<file path="src/rtl/sram_arbiter_if.sv">
`default_nettype none
// +----------------------------------------------------------------------------+
// | sram_arbiter_if                                                            |
// | One requester's command/response channel into the SRAM arbiter.            |
// | Revision: 1.0                                                              |
// +----------------------------------------------------------------------------+
interface sram_arbiter_if #(
    parameter int ADDR_WIDTH = 18,
    parameter int DATA_WIDTH = 16
);
    logic                  cmd_valid;
    logic                  cmd_ready;
    logic                  cmd_write;
    logic [ADDR_WIDTH-1:0] cmd_addr;
    logic [DATA_WIDTH-1:0] cmd_wdata;
    logic [1:0]            cmd_mask;
    logic                  rsp_valid;
    logic [DATA_WIDTH-1:0] rsp_rdata;

    modport master (
        output cmd_valid, cmd_write, cmd_addr, cmd_wdata, cmd_mask,
        input  cmd_ready, rsp_valid, rsp_rdata
    );

    modport slave (
        input  cmd_valid, cmd_write, cmd_addr, cmd_wdata, cmd_mask,
        output cmd_ready, rsp_valid, rsp_rdata
    );
endinterface
`default_nettype wire

</file>
<file path="src/rtl/sram_arbiter.sv">
`default_nettype none
// +----------------------------------------------------------------------------+
// | sram_arbiter                                                               |
// | Two-port arbiter and setup/access/hold sequencer for an async 16-bit SRAM. |
// | Option macro: SRAM_ARB_ROUND_ROBIN_EN (round-robin, else A-priority).      |
// | Revision: 1.0                                                              |
// +----------------------------------------------------------------------------+
module sram_arbiter #(
    parameter int ADDR_WIDTH  = 18,
    parameter int DATA_WIDTH  = 16,
    parameter int WAIT_CYCLES = 2
) (
    input  logic                  io_mainClk,
    input  logic                  io_asyncResetn,
    sram_arbiter_if.slave         io_a,
    sram_arbiter_if.slave         io_b,
    output logic [ADDR_WIDTH-1:0] io_sram_addr,
    input  logic [DATA_WIDTH-1:0] io_sram_dat_read,
    output logic [DATA_WIDTH-1:0] io_sram_dat_write,
    output logic                  io_sram_dat_writeEnable,
    output logic                  io_sram_cs,
    output logic                  io_sram_we,
    output logic                  io_sram_oe,
    output logic                  io_sram_ub,
    output logic                  io_sram_lb
);

    localparam logic [3:0] c_wait_load = 4'(WAIT_CYCLES - 1);

    typedef enum logic [1:0] {
        S_IDLE   = 2'd0,
        S_SETUP  = 2'd1,
        S_ACCESS = 2'd2,
        S_HOLD   = 2'd3
    } state_t;

    state_t                state_q, state_d;
    logic [3:0]            cnt_q, cnt_d;
    logic                  wr_q, wr_d;
    logic                  port_q, port_d;
    logic [ADDR_WIDTH-1:0] addr_q, addr_d;
    logic [DATA_WIDTH-1:0] dwr_q, dwr_d;
    logic                  wen_q, wen_d;
    logic                  cs_q, cs_d;
    logic                  we_q, we_d;
    logic                  oe_q, oe_d;
    logic                  ub_q, ub_d;
    logic                  lb_q, lb_d;
    logic                  rsp_a_q, rsp_a_d;
    logic                  rsp_b_q, rsp_b_d;
    logic [DATA_WIDTH-1:0] rdata_q, rdata_d;

    logic                  grant_a, grant_b, idle, hs;
    logic                  sel_write;
    logic [ADDR_WIDTH-1:0] sel_addr;
    logic [DATA_WIDTH-1:0] sel_wdata;
    logic [1:0]            sel_mask;

`ifdef SRAM_ARB_ROUND_ROBIN_EN
    // last_q = 1 means port B was granted most recently, so A wins the next tie.
    logic last_q;

    always_ff @(posedge io_mainClk or negedge io_asyncResetn) begin
        if (!io_asyncResetn) begin
            last_q <= 1'b1;
        end else if (hs) begin
            last_q <= grant_b;
        end
    end

    always_comb begin
        grant_b = io_b.cmd_valid & (~io_a.cmd_valid | ~last_q);
    end
`else
    always_comb begin
        grant_b = io_b.cmd_valid & ~io_a.cmd_valid;
    end
`endif

    always_comb begin
        grant_a   = io_a.cmd_valid & ~grant_b;
        idle      = (state_q == S_IDLE) & io_asyncResetn;
        hs        = idle & (grant_a | grant_b);
        sel_write = grant_b ? io_b.cmd_write : io_a.cmd_write;
        sel_addr  = grant_b ? io_b.cmd_addr  : io_a.cmd_addr;
        sel_wdata = grant_b ? io_b.cmd_wdata : io_a.cmd_wdata;
        sel_mask  = grant_b ? io_b.cmd_mask  : io_a.cmd_mask;
    end

    assign io_a.cmd_ready = idle & grant_a;
    assign io_b.cmd_ready = idle & grant_b;

    always_comb begin
        state_d = state_q;
        cnt_d   = cnt_q;
        wr_d    = wr_q;
        port_d  = port_q;
        addr_d  = addr_q;
        dwr_d   = dwr_q;
        wen_d   = wen_q;
        cs_d    = cs_q;
        we_d    = we_q;
        oe_d    = oe_q;
        ub_d    = ub_q;
        lb_d    = lb_q;
        rsp_a_d = 1'b0;
        rsp_b_d = 1'b0;
        rdata_d = rdata_q;
        case (state_q)
            S_IDLE: begin
                if (hs) begin
                    state_d = S_SETUP;
                    wr_d    = sel_write;
                    port_d  = grant_b;
                    addr_d  = sel_addr;
                    cs_d    = 1'b0;
                    cnt_d   = c_wait_load;
                    if (sel_write) begin
                        wen_d = 1'b1;
                        dwr_d = sel_wdata;
                        ub_d  = ~sel_mask[1];
                        lb_d  = ~sel_mask[0];
                    end else begin
                        ub_d  = 1'b0;
                        lb_d  = 1'b0;
                    end
                end
            end
            S_SETUP: begin
                state_d = S_ACCESS;
                if (wr_q) begin
                    we_d = 1'b0;
                end else begin
                    oe_d = 1'b0;
                end
            end
            S_ACCESS: begin
                if (cnt_q == 4'd0) begin
                    state_d = S_HOLD;
                    we_d    = 1'b1;
                    oe_d    = 1'b1;
                    rsp_a_d = ~port_q;
                    rsp_b_d = port_q;
                    if (!wr_q) begin
                        rdata_d = io_sram_dat_read;
                    end
                end else begin
                    cnt_d = cnt_q - 4'd1;
                end
            end
            S_HOLD: begin
                // Write data stays on the bus through HOLD; release everything together.
                state_d = S_IDLE;
                cs_d    = 1'b1;
                ub_d    = 1'b1;
                lb_d    = 1'b1;
                wen_d   = 1'b0;
            end
            default: begin
                state_d = S_IDLE;
            end
        endcase
    end

    always_ff @(posedge io_mainClk or negedge io_asyncResetn) begin
        if (!io_asyncResetn) begin
            state_q <= S_IDLE;
            cnt_q   <= 4'd0;
            wr_q    <= 1'b0;
            port_q  <= 1'b0;
            addr_q  <= '0;
            dwr_q   <= '0;
            wen_q   <= 1'b0;
            cs_q    <= 1'b1;
            we_q    <= 1'b1;
            oe_q    <= 1'b1;
            ub_q    <= 1'b1;
            lb_q    <= 1'b1;
            rsp_a_q <= 1'b0;
            rsp_b_q <= 1'b0;
            rdata_q <= '0;
        end else begin
            state_q <= state_d;
            cnt_q   <= cnt_d;
            wr_q    <= wr_d;
            port_q  <= port_d;
            addr_q  <= addr_d;
            dwr_q   <= dwr_d;
            wen_q   <= wen_d;
            cs_q    <= cs_d;
            we_q    <= we_d;
            oe_q    <= oe_d;
            ub_q    <= ub_d;
            lb_q    <= lb_d;
            rsp_a_q <= rsp_a_d;
            rsp_b_q <= rsp_b_d;
            rdata_q <= rdata_d;
        end
    end

    assign io_sram_addr            = addr_q;
    assign io_sram_dat_write       = dwr_q;
    assign io_sram_dat_writeEnable = wen_q;
    assign io_sram_cs              = cs_q;
    assign io_sram_we              = we_q;
    assign io_sram_oe              = oe_q;
    assign io_sram_ub              = ub_q;
    assign io_sram_lb              = lb_q;

    assign io_a.rsp_valid = rsp_a_q;
    assign io_a.rsp_rdata = rdata_q;
    assign io_b.rsp_valid = rsp_b_q;
    assign io_b.rsp_rdata = rdata_q;

endmodule
`default_nettype wire

</file>
<file path="src/flat_wrapper.sv">
// flat-port wrapper written by rule: the top's interface ports become plain ports
module sram_arbiter_flat 
#(
    parameter int ADDR_WIDTH  = 18,
    parameter int DATA_WIDTH  = 16,
    parameter int WAIT_CYCLES = 2
)
  (io_mainClk, io_asyncResetn, io_sram_addr, io_sram_dat_read, io_sram_dat_write, io_sram_dat_writeEnable, io_sram_cs, io_sram_we, io_sram_oe, io_sram_ub, io_sram_lb, io_a_cmd_valid, io_a_cmd_write, io_a_cmd_addr, io_a_cmd_wdata, io_a_cmd_mask, io_a_cmd_ready, io_a_rsp_valid, io_a_rsp_rdata, io_b_cmd_valid, io_b_cmd_write, io_b_cmd_addr, io_b_cmd_wdata, io_b_cmd_mask, io_b_cmd_ready, io_b_rsp_valid, io_b_rsp_rdata);
  sram_arbiter_if #(.ADDR_WIDTH(ADDR_WIDTH), .DATA_WIDTH(DATA_WIDTH)) io_a_i ();
  sram_arbiter_if #(.ADDR_WIDTH(ADDR_WIDTH), .DATA_WIDTH(DATA_WIDTH)) io_b_i ();
  input  logic io_mainClk;
  input  logic io_asyncResetn;
  output logic [ADDR_WIDTH-1:0] io_sram_addr;
  input  logic [DATA_WIDTH-1:0] io_sram_dat_read;
  output logic [DATA_WIDTH-1:0] io_sram_dat_write;
  output logic io_sram_dat_writeEnable;
  output logic io_sram_cs;
  output logic io_sram_we;
  output logic io_sram_oe;
  output logic io_sram_ub;
  output logic io_sram_lb;
  input wire logic [$bits(io_a_i.cmd_valid)-1:0] io_a_cmd_valid;
  input wire logic [$bits(io_a_i.cmd_write)-1:0] io_a_cmd_write;
  input wire logic [$bits(io_a_i.cmd_addr)-1:0] io_a_cmd_addr;
  input wire logic [$bits(io_a_i.cmd_wdata)-1:0] io_a_cmd_wdata;
  input wire logic [$bits(io_a_i.cmd_mask)-1:0] io_a_cmd_mask;
  output wire logic [$bits(io_a_i.cmd_ready)-1:0] io_a_cmd_ready;
  output wire logic [$bits(io_a_i.rsp_valid)-1:0] io_a_rsp_valid;
  output wire logic [$bits(io_a_i.rsp_rdata)-1:0] io_a_rsp_rdata;
  input wire logic [$bits(io_b_i.cmd_valid)-1:0] io_b_cmd_valid;
  input wire logic [$bits(io_b_i.cmd_write)-1:0] io_b_cmd_write;
  input wire logic [$bits(io_b_i.cmd_addr)-1:0] io_b_cmd_addr;
  input wire logic [$bits(io_b_i.cmd_wdata)-1:0] io_b_cmd_wdata;
  input wire logic [$bits(io_b_i.cmd_mask)-1:0] io_b_cmd_mask;
  output wire logic [$bits(io_b_i.cmd_ready)-1:0] io_b_cmd_ready;
  output wire logic [$bits(io_b_i.rsp_valid)-1:0] io_b_rsp_valid;
  output wire logic [$bits(io_b_i.rsp_rdata)-1:0] io_b_rsp_rdata;
  assign io_a_i.cmd_valid = io_a_cmd_valid;
  assign io_a_i.cmd_write = io_a_cmd_write;
  assign io_a_i.cmd_addr = io_a_cmd_addr;
  assign io_a_i.cmd_wdata = io_a_cmd_wdata;
  assign io_a_i.cmd_mask = io_a_cmd_mask;
  assign io_a_cmd_ready = io_a_i.cmd_ready;
  assign io_a_rsp_valid = io_a_i.rsp_valid;
  assign io_a_rsp_rdata = io_a_i.rsp_rdata;
  assign io_b_i.cmd_valid = io_b_cmd_valid;
  assign io_b_i.cmd_write = io_b_cmd_write;
  assign io_b_i.cmd_addr = io_b_cmd_addr;
  assign io_b_i.cmd_wdata = io_b_cmd_wdata;
  assign io_b_i.cmd_mask = io_b_cmd_mask;
  assign io_b_cmd_ready = io_b_i.cmd_ready;
  assign io_b_rsp_valid = io_b_i.rsp_valid;
  assign io_b_rsp_rdata = io_b_i.rsp_rdata;
  sram_arbiter #(.ADDR_WIDTH(ADDR_WIDTH), .DATA_WIDTH(DATA_WIDTH), .WAIT_CYCLES(WAIT_CYCLES)) u_core (.io_mainClk(io_mainClk), .io_asyncResetn(io_asyncResetn), .io_a(io_a_i), .io_b(io_b_i), .io_sram_addr(io_sram_addr), .io_sram_dat_read(io_sram_dat_read), .io_sram_dat_write(io_sram_dat_write), .io_sram_dat_writeEnable(io_sram_dat_writeEnable), .io_sram_cs(io_sram_cs), .io_sram_we(io_sram_we), .io_sram_oe(io_sram_oe), .io_sram_ub(io_sram_ub), .io_sram_lb(io_sram_lb));
endmodule
</file>
<file path="config.mk">
export PLATFORM = sky130hd
export DESIGN_NAME = sram_arbiter_flat
export DESIGN_NICKNAME = d
export VERILOG_FILES = /design/src/rtl/sram_arbiter_if.sv /design/src/rtl/sram_arbiter.sv /design/src/flat_wrapper.sv
export SDC_FILE = /design/constraint.sdc
export NUM_CORES = 1
export LEC_CHECK = 0
export CAP_MARGIN = 20
export CORE_MARGIN = 2
export CORE_UTILIZATION = 43
export CTS_CLUSTER_DIAMETER = 60
export CTS_CLUSTER_SIZE = 8
export DETAILED_ROUTE_END_ITERATION = 16
export PLACE_DENSITY = 0.86
export RECOVER_POWER = 50
export REMOVE_ABC_BUFFERS = 1
export SLEW_MARGIN = 20
export SYNTH_ARGS = -nofsm -noshare
export SYNTH_HDL_FRONTEND = slang
export SYNTH_SLANG_ARGS = --single-unit
</file>
<file path="constraint.sdc">
create_clock -name io_mainClk -period 2.57 [get_ports io_mainClk]
set_input_delay 0.257 -clock io_mainClk [delete_from_list [all_inputs] [get_ports io_mainClk]]
set_output_delay 0.257 -clock io_mainClk [all_outputs]
set_load 0.05 [all_outputs]
</file>
* After elaboration in Yosys (flattened, before gate mapping)
Cells that the tools add are included.
Operators by class: divide/modulo/power cells 0, shift operators 0, bitwise logic cells 13, add/sub/neg operators 1, muxes and demuxes 30, magnitude comparators 0, reduce and logical (&&, ||, !) cells 14, equality and inequality tests 9, multiply operators 0
Operators with widths (count):
- two-way mux 18 bit | 1
- AND reduction 3 bit | 6
- two-way mux 16 bit | 1
- two-way mux 1 bit | 15
- one-hot mux 1 bit (2 select lines) | 6
- two-way mux 4 bit | 2
- != test 2 x 1 -> 1 bit (second input constant) | 4
- one-hot mux 2 bit (4 select lines) | 1
- one-hot mux 4 bit (2 select lines) | 1
- AND 1 bit | 6
- two-way mux 2 bit | 3
- NOT 1 bit | 6
- AND reduction 2 bit | 3
- nonzero test 2 bit | 3
- == test 2 bit (second input constant) | 2
- logical NOT 4 bit | 1
- != test 2 bit (second input constant) | 2
- subtractor 4 x 1 -> 4 bit (second input constant) | 1
- == test 2 x 1 -> 1 bit (second input constant) | 1
- logical NOT 2 bit | 1
- OR 1 bit | 1
Storage, ports and cells: bits in registers 66, output and inout bits 76, input port bits 94, bits in latches 0, logic and storage cells 82, bits in writable memories 0, memories kept 0, bits in read-only memories 0

* Logic depth before layout (Yosys ltp)
Gate-level depths: netlist (run 1).
depth in word-level cells 8, mapped depth 7, gate-level depth less buffers 5

* Worst setup path before layout (run 1)
Ideal clock, no wire load.
path kind flip-flop to output port, start point register u_core.state_q[0], end point output port io_b_cmd_ready, cell stages (with the launch flop) 6, buffers on the path 1, path slack 0.753 ns, data required time 2.313 ns, arrival 1.560 ns, cells stage by stage dfrtp_1 > inv_1 > ha_1 > buf_2 > nand2_1 > nor2_1
Between the ends: word-level cells in the longest chain between the ends 3
RTL lines:
- start, declared | line sram_arbiter.sv:37 | state_t state_q, state_d;
- start signal, assigned | line sram_arbiter.sv:183 | state_q <= state_d;
- logical NOT 2 bit | line sram_arbiter.sv:82 | idle = (state_q == S_IDLE) & io_asyncResetn;
- AND 1 bit | line sram_arbiter.sv:82
- AND 1 bit | line sram_arbiter.sv:91 | assign io_b.cmd_ready = idle & grant_b;
- end, declared | line flat_wrapper.sv:35 | output wire logic [$bits(io_b_i.cmd_ready)-1:0] io_b_cmd_ready;
Every way passes these cells.

* Worst setup path after layout (run 1)
start point register u_core.state_q[0], end point register u_core.dwr_q[6], in the netlist u_core.io_sram_dat_write[6]
Between the ends: word-level cells in the longest chain between the ends 4
RTL lines:
- logical NOT 2 bit (*) | line sram_arbiter.sv:82, sram_arbiter.sv:109
- AND 1 bit | line sram_arbiter.sv:82
- AND 1 bit | line sram_arbiter.sv:83 | hs = idle & (grant_a | grant_b);
- AND reduction 3 bit (no line) (*)
- end signal, assigned | line sram_arbiter.sv:188 | dwr_q <= dwr_d;
- end, declared | line sram_arbiter.sv:42 | logic [DATA_WIDTH-1:0] dwr_q, dwr_d;
Mark *: on every way between the ends. The rest lies on a longest branch, timed or not. A chain may end at the register's enable or synchronous reset.

==> results of run 1 <==
cells in the final DEF, fill, tap and decap left out, types with 2 or more instances in the layout:
cell type / Yosys / layout
mux2_4: 14 / 14
clkinv_4: 0 / 2
bufinv_16: 0 / 2
ha_1: 6 / 6
a2bb2oi_1: 2 / 2
o211ai_1: 3 / 3
clkdlybuf4s50_1: 0 / 134
mux2i_1: 20 / 20
mux2_2: 37 / 37
buf_4: 16 / 5
o21ai_0: 20 / 20
o22ai_1: 2 / 2
clkbuf_8: 0 / 10
dlygate4sd3_1: 0 / 33
o2bb2ai_1: 2 / 2
dfrtp_1: 61 / 61
nand3b_1: 2 / 2
buf_12: 1 / 2
nand3_1: 2 / 2
nor2_1: 4 / 4
nand2_1: 22 / 22
a21oi_1: 3 / 3
inv_1: 10 / 10
mux2_1: 2 / 2
nor3_1: 3 / 3
dfstp_2: 5 / 5
critical path: cells and delay by family (launching register included):
kind,cells,cell delay (ps)
buffers and inverters,2,610
muxes,1,410
DFF,1,420
AOI/OAI and AO/OA,1,160
adders and majority gates,1,350
and+or+nand+nor,1,170
kinds of logic after synthesis:
family                     count (synthesis)
DFF                                       66
muxes                                     73
adders and majority gates                  6
buffers and inverters                     37
AOI/OAI and AO/OA                         41
and+or+nand+nor                           41
worst max-delay path by stage:
stage	startpoint	end	slack (ps)	depth (start not counted)
global route	u_core.state_q[0]	u_core.io_sram_dat_write[6]	210	6
CTS	u_core.state_q[0]	u_core.io_a.rsp_rdata[3]	490	5
finish	u_core.state_q[0]	u_core.io_sram_dat_write[6]	330	6
detailed placement	io_a_cmd_valid	u_core.io_sram_dat_write[1]	420	5
floorplan	io_a_cmd_valid	io_b_cmd_ready	100	2
global placement	io_a_cmd_valid	u_core.io_sram_dat_write[5]	480	5
routing by layer:
layer	GRT usage [%]	routed length, µm	vias up
met5	0	0	-
met1	22.1	3180	1263
li1	-	-	1242
met3	5.09	636	12
met4	7.09	143	0
met2	35.2	4160	123
power by group:
group	switching, mW	internal (mW)	leakage [nW]
Sequential	0.317	1.56	0.803
Combinational	2.78	1.55	1.41
Clock	0.405	0.574	0.112
metrics by stage:
step | setup slack (ps) | cell area (µm²) | hold slack (ps) | power, mW | utilization (%)
5_1_grt | 214 | 5200 | 382 | 7.54 | 70.6
6_report | 330 | 5200 | 378 | 7.19 | 70.6
2_1_floorplan | 97.2 | 3090 | -38.6 | 4.78 | -
3_3_place_gp | 477 | 4970 | 105 | 6.24 | 67.5
3_5_place_dp | 417 | 4970 | 104 | 6.35 | 67.5
4_1_cts | 487 | 5210 | 284 | 7.35 | 70.7
synthesized netlist by cell type (2+ instances only):
| library cell | count |
|---|---|
| nor3_1 | 3 |
| o21ai_0 | 20 |
| a2bb2oi_1 | 2 |
| o2bb2ai_1 | 2 |
| o211ai_1 | 3 |
| buf_4 | 16 |
| buf_6 | 5 |
| a21oi_1 | 3 |
| inv_1 | 10 |
| nand3b_1 | 2 |
| ha_1 | 6 |
| nand2b_1 | 2 |
| nand2_1 | 22 |
| dfrtp_1 | 61 |
| o22ai_1 | 2 |
| nor2_1 | 4 |
| mux2i_1 | 20 |
| dfstp_2 | 5 |
| mux2_4 | 14 |
| mux2_1 | 2 |
| mux2_2 | 37 |
| nand3_1 | 2 |
| clkbuf_1 | 4 |
state kept, by name (all words and copies together) (netlist names):
signal,flops
u_core.io_sram_lb,1
u_core.io_a.rsp_rdata,16
u_core.port_q,1
u_core.wr_q,1
u_core.io_sram_ub,1
u_core.io_sram_addr,18
u_core.io_b.rsp_valid,1
u_core.io_sram_we,1
u_core.io_sram_cs,1
u_core.io_sram_dat_writeEnable,1
u_core.io_sram_oe,1
u_core.cnt_q,4
u_core.io_a.rsp_valid,1
u_core.state_q,2
u_core.io_sram_dat_write,16
area by class of cell:
class	count	area [µm²]
Tap cell	99	124
Clock inverter	6	90.1
Inverter	10	37.5
Sequential cell	66	1660
Fill cell	557	2170
Timing Repair Buffer	176	1760
Multi-Input combinational cell	161	1400
Clock buffer	10	138
==> metrics.csv, run 1 <==
metric,value,unit
Reg2Reg Capture Point,u_core.io_sram_dat_write[6],
Critical Path RT,2790,ps
Worst Path Arrival,2460,ps
dpl cells,511,
antenna violations before repair,0,
Critical-path top delay cell,clkbuf_2,
power per cell area,1380,nW/µm²
Post-Layout Cell Count,528,
post-route ant nets,0,
total die area,8410,µm²
Worst Clk Skew,6.98,ps
Die Wd,91.7,µm
Root Driver,clkbuf_8,
grt total ovfl,0,
post-CTS sizing,0,
layout cell share with drive strength beyond 1,19.3,%
I/O pins,170,
CP Cell Sequence,inv_1 -> ha_1 -> nand2_1 -> a21oi_4 -> clkbuf_2 -> mux2_2,
Post-Syn Area,3310,µm²
Synth async-reset ratio,100,%
outcome,completed,
Clock Pin Slew Worst Setup and Hold Paths,70,ps
DRT Pass-1 Iters,4,
Yosys top cell area share,46.1,%
GPL Wtd Cong,0.827,
Area contributors post-synth,"dfrtp_1, mux2_2, mux2_4",
crit path max fanout,19,
worst-margin pin slew,777,ps
H-tree depth,3,
clk_lat worst skew,340,ps
DR vias/cell,5.00,
Setup crit start kind,flip-flop,
GRT Overall Usage,19.5,%
Hold/Removal Path Class,primary input to asynchronous set/reset pin,
vias in the first global route,2651,
CTS tree,yes,
Yosys top cell by area,dfrtp_1,
Simple-Gate Fraction of Synth Area,6.16,%
FF-to-FF Start,u_core.state_q[0],
worst vdd ir,0.689,mV
core area,7370,µm²
post-synthesis mux area share,25.7,%
DP Wirelength,6240,µm
Buffers on Ports,169,
Fin. Hold Viols,0,
Syn-to-layout area delta,57.1,%
CP Capture Type,flip-flop,
row count,31,
slew margin rel.,48.2,%
main combinational cell family by area after synthesis,multiplexers,
via count,2640,
Worst R2R Setup Slack,330,ps
RSZ-0062 raised after global routing,no,
DRC viols,0,
Starting Density,44.9,%
Sink Count,66,
CTS Buffer Depth,2,
post-DR wirelength/cell,15.4,µm
routed wire length,8120,µm
"EDFF count, synth",0,
Post CTS Setup Buffer Count,0,
CTS buffer count,9,
ys flop type,dfrtp_1,
Die Y,91.7,µm
first-iteration detailed-routing DRC count,68,
Inserted Diodes,0,
post-synth cell types,40,
yosys warns,0,
Slew Limit Fails,0,
"Largest stage delay, worst path",490,ps
final setup fails,0,
final period utilization,87.1,%
Mapped Avg Cell Area,12.5,µm²
Tmin final,2240,ps
Nets,524,
#FFs+latches synth,66,
first-pass GRT wire length,12900,µm
CTS Hold Bufs,1,
setup TNS,0,ps
Post-Syn Instances,264,
compound-gate portion of the synthesized area,8.13,%
largest net degree at the start of global routing,65,
FF-to-FF path depth,6,
xor-xnor portion of the synthesized cell area,0,%
Setup CP Type,flip-flop to flip-flop,
Synth Area in Adders,2.27,%
number of max-cap violations,0,
fmax,0.447,GHz
post-synthesis sequential area ratio,50.1,%
leakage power total,2.32,nW
Power figures use the tool's default switching activity.
==> run 2, diff against run 1 <==
--- a/config.mk
+++ b/config.mk
@@ -14,7 +14,6 @@
 export PLACE_DENSITY = 0.86
 export RECOVER_POWER = 50
 export REMOVE_ABC_BUFFERS = 1
-export SLEW_MARGIN = 20
 export SYNTH_ARGS = -nofsm -noshare
 export SYNTH_HDL_FRONTEND = slang
 export SYNTH_SLANG_ARGS = --single-unit
==> results of run 2 <==
No change in the layout: final DEF, timing and power equal those of run 1.
